`src/rtl/dot_product_arbiter.sv`:
```
// dot_product_arbiter
//   Shares one non-pipelined FP16 3-element dot-product unit between NUM_REQ
//   requesters with round-robin arbitration. The winner's operands are latched
//   and held on the datapath for the whole operation, the datapath is started
//   with a one-cycle enable, and the result is returned tagged with the
//   requester index. A watchdog aborts an operation whose valid never arrives.
//
// Ports
//   clk, rst_n          clock (posedge) and asynchronous active-low reset
//   req                 per-requester level request, held until granted
//   req_vec_a/_b        per-requester operands, slice i = [48*i+47:48*i]
//   gnt                 one-hot grant, combinational, only in IDLE
//   rsp_valid           one-cycle result strobe
//   rsp_id/_data/_err   result tag, FP16 result (0 on error), timeout flag
//   busy                high whenever the arbiter is not IDLE
//   dp_en               one-cycle datapath start
//   dp_vec_a/_b         operands held stable for the datapath
//   dp_product/dp_valid datapath result and its valid strobe
module dot_product_arbiter #(
  parameter int NUM_REQ = 4,
  parameter int ID_W    = $clog2(NUM_REQ),
  parameter int TIMEOUT = 64
) (
  input  logic                  clk,
  input  logic                  rst_n,
  input  logic [NUM_REQ-1:0]    req,
  input  logic [NUM_REQ*48-1:0] req_vec_a,
  input  logic [NUM_REQ*48-1:0] req_vec_b,
  output logic [NUM_REQ-1:0]    gnt,
  output logic                  rsp_valid,
  output logic [ID_W-1:0]       rsp_id,
  output logic [15:0]           rsp_data,
  output logic                  rsp_err,
  output logic                  busy,
  output logic                  dp_en,
  output logic [47:0]           dp_vec_a,
  output logic [47:0]           dp_vec_b,
  input  logic [15:0]           dp_product,
  input  logic                  dp_valid
);

  localparam int CNT_W = $clog2(TIMEOUT);
  localparam logic [CNT_W-1:0] CNT_LAST = CNT_W'(TIMEOUT - 1);

  typedef enum logic [1:0] {IDLE, ISSUE, WAIT, RESP} state_t;

  state_t             state_r;
  state_t             state_nxt_s;
  logic [ID_W-1:0]    ptr_r;
  logic [ID_W-1:0]    winner_s;
  logic [ID_W-1:0]    idx_s;
  logic               hit_s;
  logic               found_s;
  logic               grant_s;
  logic [NUM_REQ-1:0] gnt_s;
  logic [CNT_W-1:0]   cnt_r;
  logic               timeout_s;
  logic [47:0]        dp_vec_a_r;
  logic [47:0]        dp_vec_b_r;
  logic [ID_W-1:0]    rsp_id_r;
  logic [15:0]        rsp_data_r;
  logic               rsp_err_r;
  logic               rsp_valid_r;
  logic               dp_en_r;
  logic               busy_r;

  // (base + off) mod NUM_REQ; both operands are below NUM_REQ, so one
  // conditional subtraction is enough.
  function automatic logic [ID_W-1:0] wrap_inc(input logic [ID_W-1:0] base,
                                               input logic [ID_W:0]   off);
    logic [ID_W+1:0] sum;
    sum = {2'b00, base} + {1'b0, off};
    if (sum >= (ID_W+2)'(NUM_REQ)) begin
      sum = sum - (ID_W+2)'(NUM_REQ);
    end else begin
      sum = sum;
    end
    return sum[ID_W-1:0];
  endfunction

  // Round-robin search: first set request at or after ptr_r, with wrap-around
  always_comb begin
    found_s  = 1'b0;
    winner_s = '0;
    idx_s    = '0;
    hit_s    = 1'b0;
    for (int i = 0; i < NUM_REQ; i++) begin
      idx_s    = wrap_inc(ptr_r, (ID_W+1)'(i));
      hit_s    = !found_s && req[idx_s];
      winner_s = hit_s ? idx_s : winner_s;
      found_s  = found_s | hit_s;
    end
  end

  assign grant_s   = (state_r == IDLE) && found_s;
  assign timeout_s = (cnt_r == CNT_LAST);

  // One-hot grant decode, only while IDLE
  always_comb begin
    gnt_s = '0;
    if (grant_s) begin
      gnt_s[winner_s] = 1'b1;
    end else begin
      gnt_s = '0;
    end
  end

  // Next-state logic; a valid on the timeout cycle still counts as success
  always_comb begin
    state_nxt_s = state_r;
    case (state_r)
      IDLE: begin
        if (found_s) begin
          state_nxt_s = ISSUE;
        end else begin
          state_nxt_s = IDLE;
        end
      end
      ISSUE: state_nxt_s = WAIT;
      WAIT: begin
        if (dp_valid || timeout_s) begin
          state_nxt_s = RESP;
        end else begin
          state_nxt_s = WAIT;
        end
      end
      RESP:    state_nxt_s = IDLE;
      default: state_nxt_s = IDLE;
    endcase
  end

  // State register
  always_ff @(posedge clk or negedge rst_n) begin
    if (!rst_n) begin
      state_r <= IDLE;
    end else begin
      state_r <= state_nxt_s;
    end
  end

  // Status strobes registered from the next state so they align with it
  always_ff @(posedge clk or negedge rst_n) begin
    if (!rst_n) begin
      dp_en_r     <= 1'b0;
      busy_r      <= 1'b0;
      rsp_valid_r <= 1'b0;
    end else begin
      dp_en_r     <= (state_nxt_s == ISSUE);
      busy_r      <= (state_nxt_s != IDLE);
      rsp_valid_r <= (state_nxt_s == RESP);
    end
  end

  // Capture winner operands, tag and next round-robin start on the grant edge
  always_ff @(posedge clk or negedge rst_n) begin
    if (!rst_n) begin
      dp_vec_a_r <= 48'h0;
      dp_vec_b_r <= 48'h0;
      rsp_id_r   <= '0;
      ptr_r      <= '0;
    end else if (grant_s) begin
      dp_vec_a_r <= req_vec_a[48*winner_s +: 48];
      dp_vec_b_r <= req_vec_b[48*winner_s +: 48];
      rsp_id_r   <= winner_s;
      ptr_r      <= wrap_inc(winner_s, (ID_W+1)'(1));
    end
  end

  // Watchdog: cleared on issue, counts every WAIT cycle
  always_ff @(posedge clk or negedge rst_n) begin
    if (!rst_n) begin
      cnt_r <= '0;
    end else if (state_r == ISSUE) begin
      cnt_r <= '0;
    end else if (state_r == WAIT) begin
      cnt_r <= cnt_r + CNT_W'(1);
    end
  end

  // Result capture; dp_valid outside WAIT is ignored
  always_ff @(posedge clk or negedge rst_n) begin
    if (!rst_n) begin
      rsp_data_r <= 16'h0000;
      rsp_err_r  <= 1'b0;
    end else if (state_r == WAIT) begin
      if (dp_valid) begin
        rsp_data_r <= dp_product;
        rsp_err_r  <= 1'b0;
      end else if (timeout_s) begin
        rsp_data_r <= 16'h0000;
        rsp_err_r  <= 1'b1;
      end
    end
  end

  assign gnt       = gnt_s;
  assign rsp_valid = rsp_valid_r;
  assign rsp_id    = rsp_id_r;
  assign rsp_data  = rsp_data_r;
  assign rsp_err   = rsp_err_r;
  assign busy      = busy_r;
  assign dp_en     = dp_en_r;
  assign dp_vec_a  = dp_vec_a_r;
  assign dp_vec_b  = dp_vec_b_r;

endmodule
```
`config.mk`:
```
export PLATFORM = sky130hd
export DESIGN_NAME = dot_product_arbiter
export DESIGN_NICKNAME = d
export VERILOG_FILES = /design/src/rtl/dot_product_arbiter.sv
export SDC_FILE = /design/constraint.sdc
export NUM_CORES = 1
export LEC_CHECK = 0
export ABC_AREA = 1
export CAP_MARGIN = 10
export CORE_AREA = 2 2 204 206
export CTS_BUF_LIST = sky130_fd_sc_hd__clkbuf_8 sky130_fd_sc_hd__clkbuf_16
export DETAILED_ROUTE_END_ITERATION = 12
export DIE_AREA = 0 0 206 208
export PLACE_DENSITY = 0.64
export SETUP_SLACK_MARGIN = 0.2
export SLEW_MARGIN = 20
export SYNTH_ARGS = -nofsm -noshare
export SYNTH_HDL_FRONTEND = slang
export SYNTH_SLANG_ARGS = --single-unit
```
`constraint.sdc`:
```
create_clock -name clk -period 2.6 [get_ports clk]
set_input_delay 0.52 -clock clk [delete_from_list [all_inputs] [get_ports clk]]
set_output_delay 0.52 -clock clk [all_outputs]
set_load 0.1 [all_outputs]
```
# ---- After elaboration in Yosys (flattened, before gate mapping)
# Cells that the tools add are included.
dict set report word_totals {
  n_memories 0
  word_cells 87
  in_bits 407
  latch_bits 0
  ff_bits 128
  out_inout_bits 122
  ramBits 0
  mem_bits_ro 0
}
dict set report op_classes {
  muxes 29
  shift 2
  reduce_logical 14
  n_bitwise 3
  multipliers 1
  n_eq_ne 6
  add_sub_neg 10
  div 0
  n_lt_le_gt_ge 11
}
# operator count
set op_table {}
lappend op_table {{192-bit by 9-bit indexed part select with 48-bit output} 2}
lappend op_table {{16-bit two-way mux} 2}
lappend op_table {{2-bit two-way mux} 9}
lappend op_table {{2-bit by 3-bit < comparator with 1-bit output (second input constant)} 5}
lappend op_table {{3-bit >= comparator (second input constant)} 4}
lappend op_table {{6-bit two-way mux} 2}
lappend op_table {{2-bit by 1-bit subtractor with 2-bit output (second input constant)} 5}
lappend op_table {{1-bit two-way mux} 9}
lappend op_table {{1-bit binary-select mux with 2-bit select} 4}
lappend op_table {{2-bit case mux with 4 select lines} 1}
lappend op_table {{2-bit by 1-bit adder with 3-bit output (second input constant)} 2}
lappend op_table {{2-bit by 2-bit adder with 3-bit output (second input constant)} 2}
lappend op_table {{6-bit by 1-bit adder with 6-bit output (second input constant)} 1}
lappend op_table {{2-bit == test (second input constant)} 3}
lappend op_table {{6-bit == test (second input constant)} 1}
lappend op_table {{2-bit nonzero test} 3}
lappend op_table {{1-bit logical AND} 5}
lappend op_table {{2-bit by 1-bit == test with 1-bit output (second input constant)} 2}
lappend op_table {{2-bit by 2-bit multiplier with 4-bit output (first input constant)} 1}
lappend op_table {{4-bit two-way mux} 1}
lappend op_table {{2-bit by 3-bit >= comparator with 1-bit output (second input constant)} 1}
lappend op_table {{1-bit zero test} 3}
lappend op_table {{1-bit OR} 3}
lappend op_table {{1-bit demux with 2-bit select} 1}
lappend op_table {{4 further kinds} 4}

# ---- Logic depth before layout (Yosys ltp)
dict set report depth {
  depth_word 18
  mapped_depth 17
  mapped_depth_nobuf 14
}

# ---- Worst setup path after synthesis
# OpenSTA, ideal clock, no wires.
dict set report synth_path {
  path_type {register -> output}
  start {reg ptr_r[0]}
  end {out gnt[3]}
  arrival_ns 2.917
  slack_ns -0.837
  path_buffers 2
  stages_incl_launch_ff 14
  required_ns 2.080
  cell_sequence {dfrtp_1 -> buf_4 -> inv_4 -> nand2_1 -> nand3_1 -> nand2_1 -> nor2_4 -> nand3_1 -> nand3_2 -> inv_2 -> nor2_4 -> buf_2 -> inv_2 -> nor2_1}
}
dict set report synth_via {
  elab_chain_cells 18
  elab_cells_between_ends 43
  classes_between {add/sub: 7; order compare: 6; mux: 19; bitwise: 3; reduce/logical: 8}
}
# element line
set synth_rtl {}
lappend synth_rtl {{start, declared} 49} ;# logic [ID_W-1:0] ptr_r;
lappend synth_rtl {{start signal, assigned} 165} ;# ptr_r <= wrap_inc(winner_s, (ID_W+1)'(1));
lappend synth_rtl {{2-bit by 1-bit adder with 3-bit output, or another cell as far along} 72} ;# sum = {2'b00, base} + {1'b0, off};
lappend synth_rtl {{3-bit >= comparator, or another cell as far along} 73} ;# if (sum >= (ID_W+2)'(NUM_REQ)) begin
lappend synth_rtl {{2-bit two-way mux or 1-bit binary-select mux with 2-bit select (tied branches)} {73, 89}}
lappend synth_rtl {{1-bit binary-select mux with 2-bit select or 1-bit two-way mux (tied branches)} 89} ;# hit_s = !found_s && req[idx_s];
lappend synth_rtl {{1-bit two-way mux (not written as such) or 1-bit zero test (tied branches)} 89}
lappend synth_rtl {{1-bit logical AND} 89}
lappend synth_rtl {{1-bit OR} 91} ;# found_s = found_s | hit_s;
lappend synth_rtl {{1-bit zero test} 89}
lappend synth_rtl {{[... 2 more ...]} -}
lappend synth_rtl {{1-bit zero test} 89}
lappend synth_rtl {{1-bit logical AND} 89}
lappend synth_rtl {{2-bit two-way mux} 90} ;# winner_s = hit_s ? idx_s : winner_s;
lappend synth_rtl {{2-bit by 3-bit < comparator with 1-bit output (not written as such) or 2-bit by 1-bit >= comparator with 1-bit output (tied branches)} 102} ;# gnt_s[winner_s] = 1'b1;
lappend synth_rtl {{1-bit logical AND (not written as such)} 102}
lappend synth_rtl {{1-bit two-way mux (not written as such)} 102}
lappend synth_rtl {{1-bit demux with 2-bit select} 102}
lappend synth_rtl {{4-bit two-way mux *} 101} ;# if (grant_s) begin
lappend synth_rtl {{end, declared} 29} ;# output logic [NUM_REQ-1:0] gnt,
# Mark *: on every way between the ends. The rest lies on a longest branch, timed or not. The select of a mux whose other input is x is not followed.

# ---- Worst setup path in the final report
dict set report layout_path {
  start {in req[3]}
  end {out gnt[0]}
}
dict set report layout_via {
  elab_chain_cells 16
  elab_cells_between_ends 28
  classes_between {order compare: 2; mux: 15; bitwise: 3; reduce/logical: 8}
}
# element line
set layout_rtl {}
lappend layout_rtl {{start, declared} 26} ;# input logic [NUM_REQ-1:0] req,
lappend layout_rtl {{1-bit binary-select mux with 2-bit select} 89}
lappend layout_rtl {{1-bit two-way mux (not written as such)} 89}
lappend layout_rtl {{1-bit zero test} 89}
lappend layout_rtl {{1-bit logical AND} 89}
lappend layout_rtl {{1-bit OR} 91}
lappend layout_rtl {{1-bit zero test} 89}
lappend layout_rtl {{1-bit logical AND} 89}
lappend layout_rtl {{1-bit OR} 91}
lappend layout_rtl {{1-bit zero test} 89}
lappend layout_rtl {{1-bit logical AND} 89}
lappend layout_rtl {{2-bit two-way mux} 90}
lappend layout_rtl {{2-bit by 3-bit < comparator with 1-bit output (not written as such) or 2-bit by 1-bit >= comparator with 1-bit output (tied branches)} 102}
lappend layout_rtl {{1-bit logical AND (not written as such)} 102}
lappend layout_rtl {{1-bit two-way mux (not written as such)} 102}
lappend layout_rtl {{1-bit demux with 2-bit select} 102}
lappend layout_rtl {{4-bit two-way mux *} 101}
# Marked as above.

==> flow_summary_export.csv <==
group,metric,value,unit
run_status,run_status,"finished with violations",
run_status,violations,"negative setup slack",
timing,setup_ws,-180,ps
grt,grt-ovfl-total,0,
min_path,min_from,"dp_vec_b[37]$_DFFE_PN0P_",
cts,numCtsBuffers,17,
timing,finClkSkew,8.19,ps
grt,grtUsageTotal,0.191,
synth,yosys_warnings,0,
timing,fin_crit,2780,ps
routing,wl,44800,um
grt,grt_start_max_net_pins,81,
synth,synth-seq-cells,128,
synth,synth.area.top_cells,"dfrtp_1, nand2_1, inv_1",
placed_design,place_area,0.0154,mm2
routing,drc_errors,0,
synth,synthFlopType,"dfrtp_1",
floorplanning,die_x,206,um
timing,rsz0062_at_grt,"true",
layout,fillers,4110,
grt,grt_pass1_wl,62800,um
synth,synth_cells,1446,
routing,ant_nets,0,
setup_path,critPathArrivalTime,2260,ps
setup_path,r2r-end,"dp_vec_a[16]$_DFFE_PN0P_",
floorplanning,io_pins,529,
synth,yosysTopAreaCell,"dfrtp_1",
setup_path,critPathLaunchType,"primary input",
setup_path,path_cells,"clkdlybuf4s50_1 > inv_1 > nand2_2 > nand3_1 > nand2_2 > nand2_2 > nand2_2 > nand2_4 > nand2_4 > inv_4 > nor2_4 > inv_2 > nor2_4 > buf_12",
cts,clkLatencyLatePin,440,ps
floorplanning,num_rows,74,
synth,yosysMostFrequentCell,"nand2_1",
cts,cts.reportedPaths.clkPinSlew,60,ps
timing,final_hold_viol_count,0,
synth,ys_seq_area_frac,0.345,
placed_design,portBuffers,528,
synth,synth-edff-count,0,
floorplanning,die_h,208,um
min_path,whs_path_depth,2,
timing,finalSetupViolCount,4,
synth,synth.avg_cell_area,6.43,um2
floorplanning,coreArea,0.0406,mm2
cts,cts_tree,"yes",
setup_path,r2r-start,"ptr_r[0]$_DFFE_PN0P_",
routing,vias_per_cell,4.59,
timing,period_share,1.07,
synth,synth.top_cell.area_share,0.345,
cts,clock_tree.buffer_depth,2,
min_path,hp-class,"flop to flop",
timing,fmax,360,MHz
setup_path,path_max_fanout,3,
timing,tightest_slew,571,ps
grt,grt_pass1_vias,11198,
floorplanning,die_area,0.0428,mm2
layout,area.growth.synth_to_final,80.2,%
placed_design,gp_congestion,0.949,
synth,synth_fp_nets,1857,
synth,yosysUniqueCellTypes,32,
cts,clock_tree.root_cell,"clkbuf_16",
timing,slew_headroom,0.620,
routing,vias,11684,
setup_path,cp_slowest_cell,"clkdlybuf4s50_1",
synth,async_flop_share,1.00,
min_path,hold_end,"dp_vec_b[37]$_DFFE_PN0P_",
setup_path,reg2reg_depth,15,
timing,drv_slew,0,
grt,grt_antenna_before_repair,6,
setup_path,slowest_delay,500,ps
layout,finalInstanceArea,0.0167,mm2
routing,drt_iter0_drc,735,
layout,drive_gt1_frac,0.171,
run,cap_violations,0,
layout,final_nets,2409,
synth,ys_top_cells_by_count,"nand2_1, inv_1, nand3_1, dfrtp_1, nand4_1",
routing,firstDrtPassIters,5,
setup_path,crit_required,2080,ps
floorplanning,start_util,0.229,
setup_path,ff2ff_setup_slack,190,ps
setup_path,cp-end-kind,"output pin",
setup_path,crit_type,"primary input to output pin",
routing,wl_per_cell,17.6,um
placed_design,hpwl,32500,um
cts,cts_sinks,128,
cts,htreeDepth,4,
setup_path,cpMostUsedCell,"nand2_2",
synth,syn_area,0.00929,mm2
worst max-delay path: cells and delay by family:
| family | cells | cell delay (ps) |
|---|---|---|
| AND/OR/NAND/NOR | 9 | 840 |
| buffers and inverters | 5 | 890 |
sequential cells by signal, indices dropped and copies added, names as in the netlist:
name and count:
dp_vec_b 48, ptr_r 2, rsp_data 16, dp_en 1, cnt_r 6, rsp_err 1
rsp_valid 1, busy 1, dp_vec_a 48, rsp_id 2, state_r 2
placed cells by master (no fill, tap or decap), types with 11 or more instances in the layout:
cell	n
buf_6	11
buf_4	171
buf_12	19
nand3_1	182
clkbuf_16	27
nand2_1	440
o211ai_1	53
nand4_1	88
nand3_2	14
inv_1	290
dfrtp_1	126
a22o_1	16
or2_1	39
nand2_2	18
clkdlybuf4s50_1	403
or2_2	11
cell families (layout without fill, tap and decap cells):
logic type               count (synthesis)  in the layout  synth area share
other                                    0              3                 0
multiplexers                             1              1           0.00108
XOR/XNOR                                 1              1          0.000943
adder cells (fa/ha/maj)                  4              4           0.00539
AO/OA/AOI/OAI                           81             81            0.0652
buffers and inverters                  401            966             0.175
flip-flops                             128            128             0.345
AND/OR/NAND/NOR                        830            830             0.408
metal layers:
layer / share of wire / vias to the layer above / track usage
li1: - / 5639 / -
met1: 0.39 / 5487 / 0.220
met2: 0.50 / 475 / 0.339
met3: 0.075 / 77 / 0.0461
met4: 0.027 / 6 / 0.0727
met5: 0.00080 / - / 0
what timing repair did:
| item | in CTS | in global routing |
|---|---|---|
| cloned | 1 | 10 |
| endpoints found under the setup margin | 85 | 69 |
| resized for setup | 26 | 67 |
| hold buffers | 1 | 0 |
| buffers inserted | 9 | 10 |
| hold endpoints to repair | 27 | 0 |
| pin swaps | 14 | 52 |
final cells by class:
class	count	area (um2)	share of cell area
multi-input cells	917	4760	0.284
inverters	304	1170	0.0699
repair buffers	629	6340	0.378
clock inverters	15	171	0.0102
flip-flops and latches	128	3210	0.191
well taps	532	666	0.0397
repair inverters	1	6.26	0.000374
clock buffers	17	425	0.0254
diodes	3	7.51	0.000448
worst max path at each step:
| stage | endpoint | start | slack, ps |
|---|---|---|---|
| floorplan | gnt[3] | ptr_r[1]$_DFFE_PN0P_ | 50 |
| global route | gnt[3] | req[3] | -280 |
| CTS | gnt[3] | ptr_r[0]$_DFFE_PN0P_ | -140 |
| global placement | dp_vec_b[31]$_DFFE_PN0P_ | req[0] | -200 |
| finish | gnt[0] | req[3] | -180 |
| detailed placement | gnt[2] | req[3] | -240 |
through the flow:
step	setup slack (ps)	hold slack [ps]	cells	TNS, ps	util
floorplan	51.2	224	1446	0	-
global placement	-197	430	2480	-6360	0.379
detailed placement	-235	434	2480	-10100	0.379
CTS	-143	484	2523	-483	0.398
global route	-278	496	2546	-999	0.413
finish	-180	477	2546	-641	0.413
Power is not shown: default switching activity piles up to over one toggle a cycle in this logic, so the estimate is an artifact.
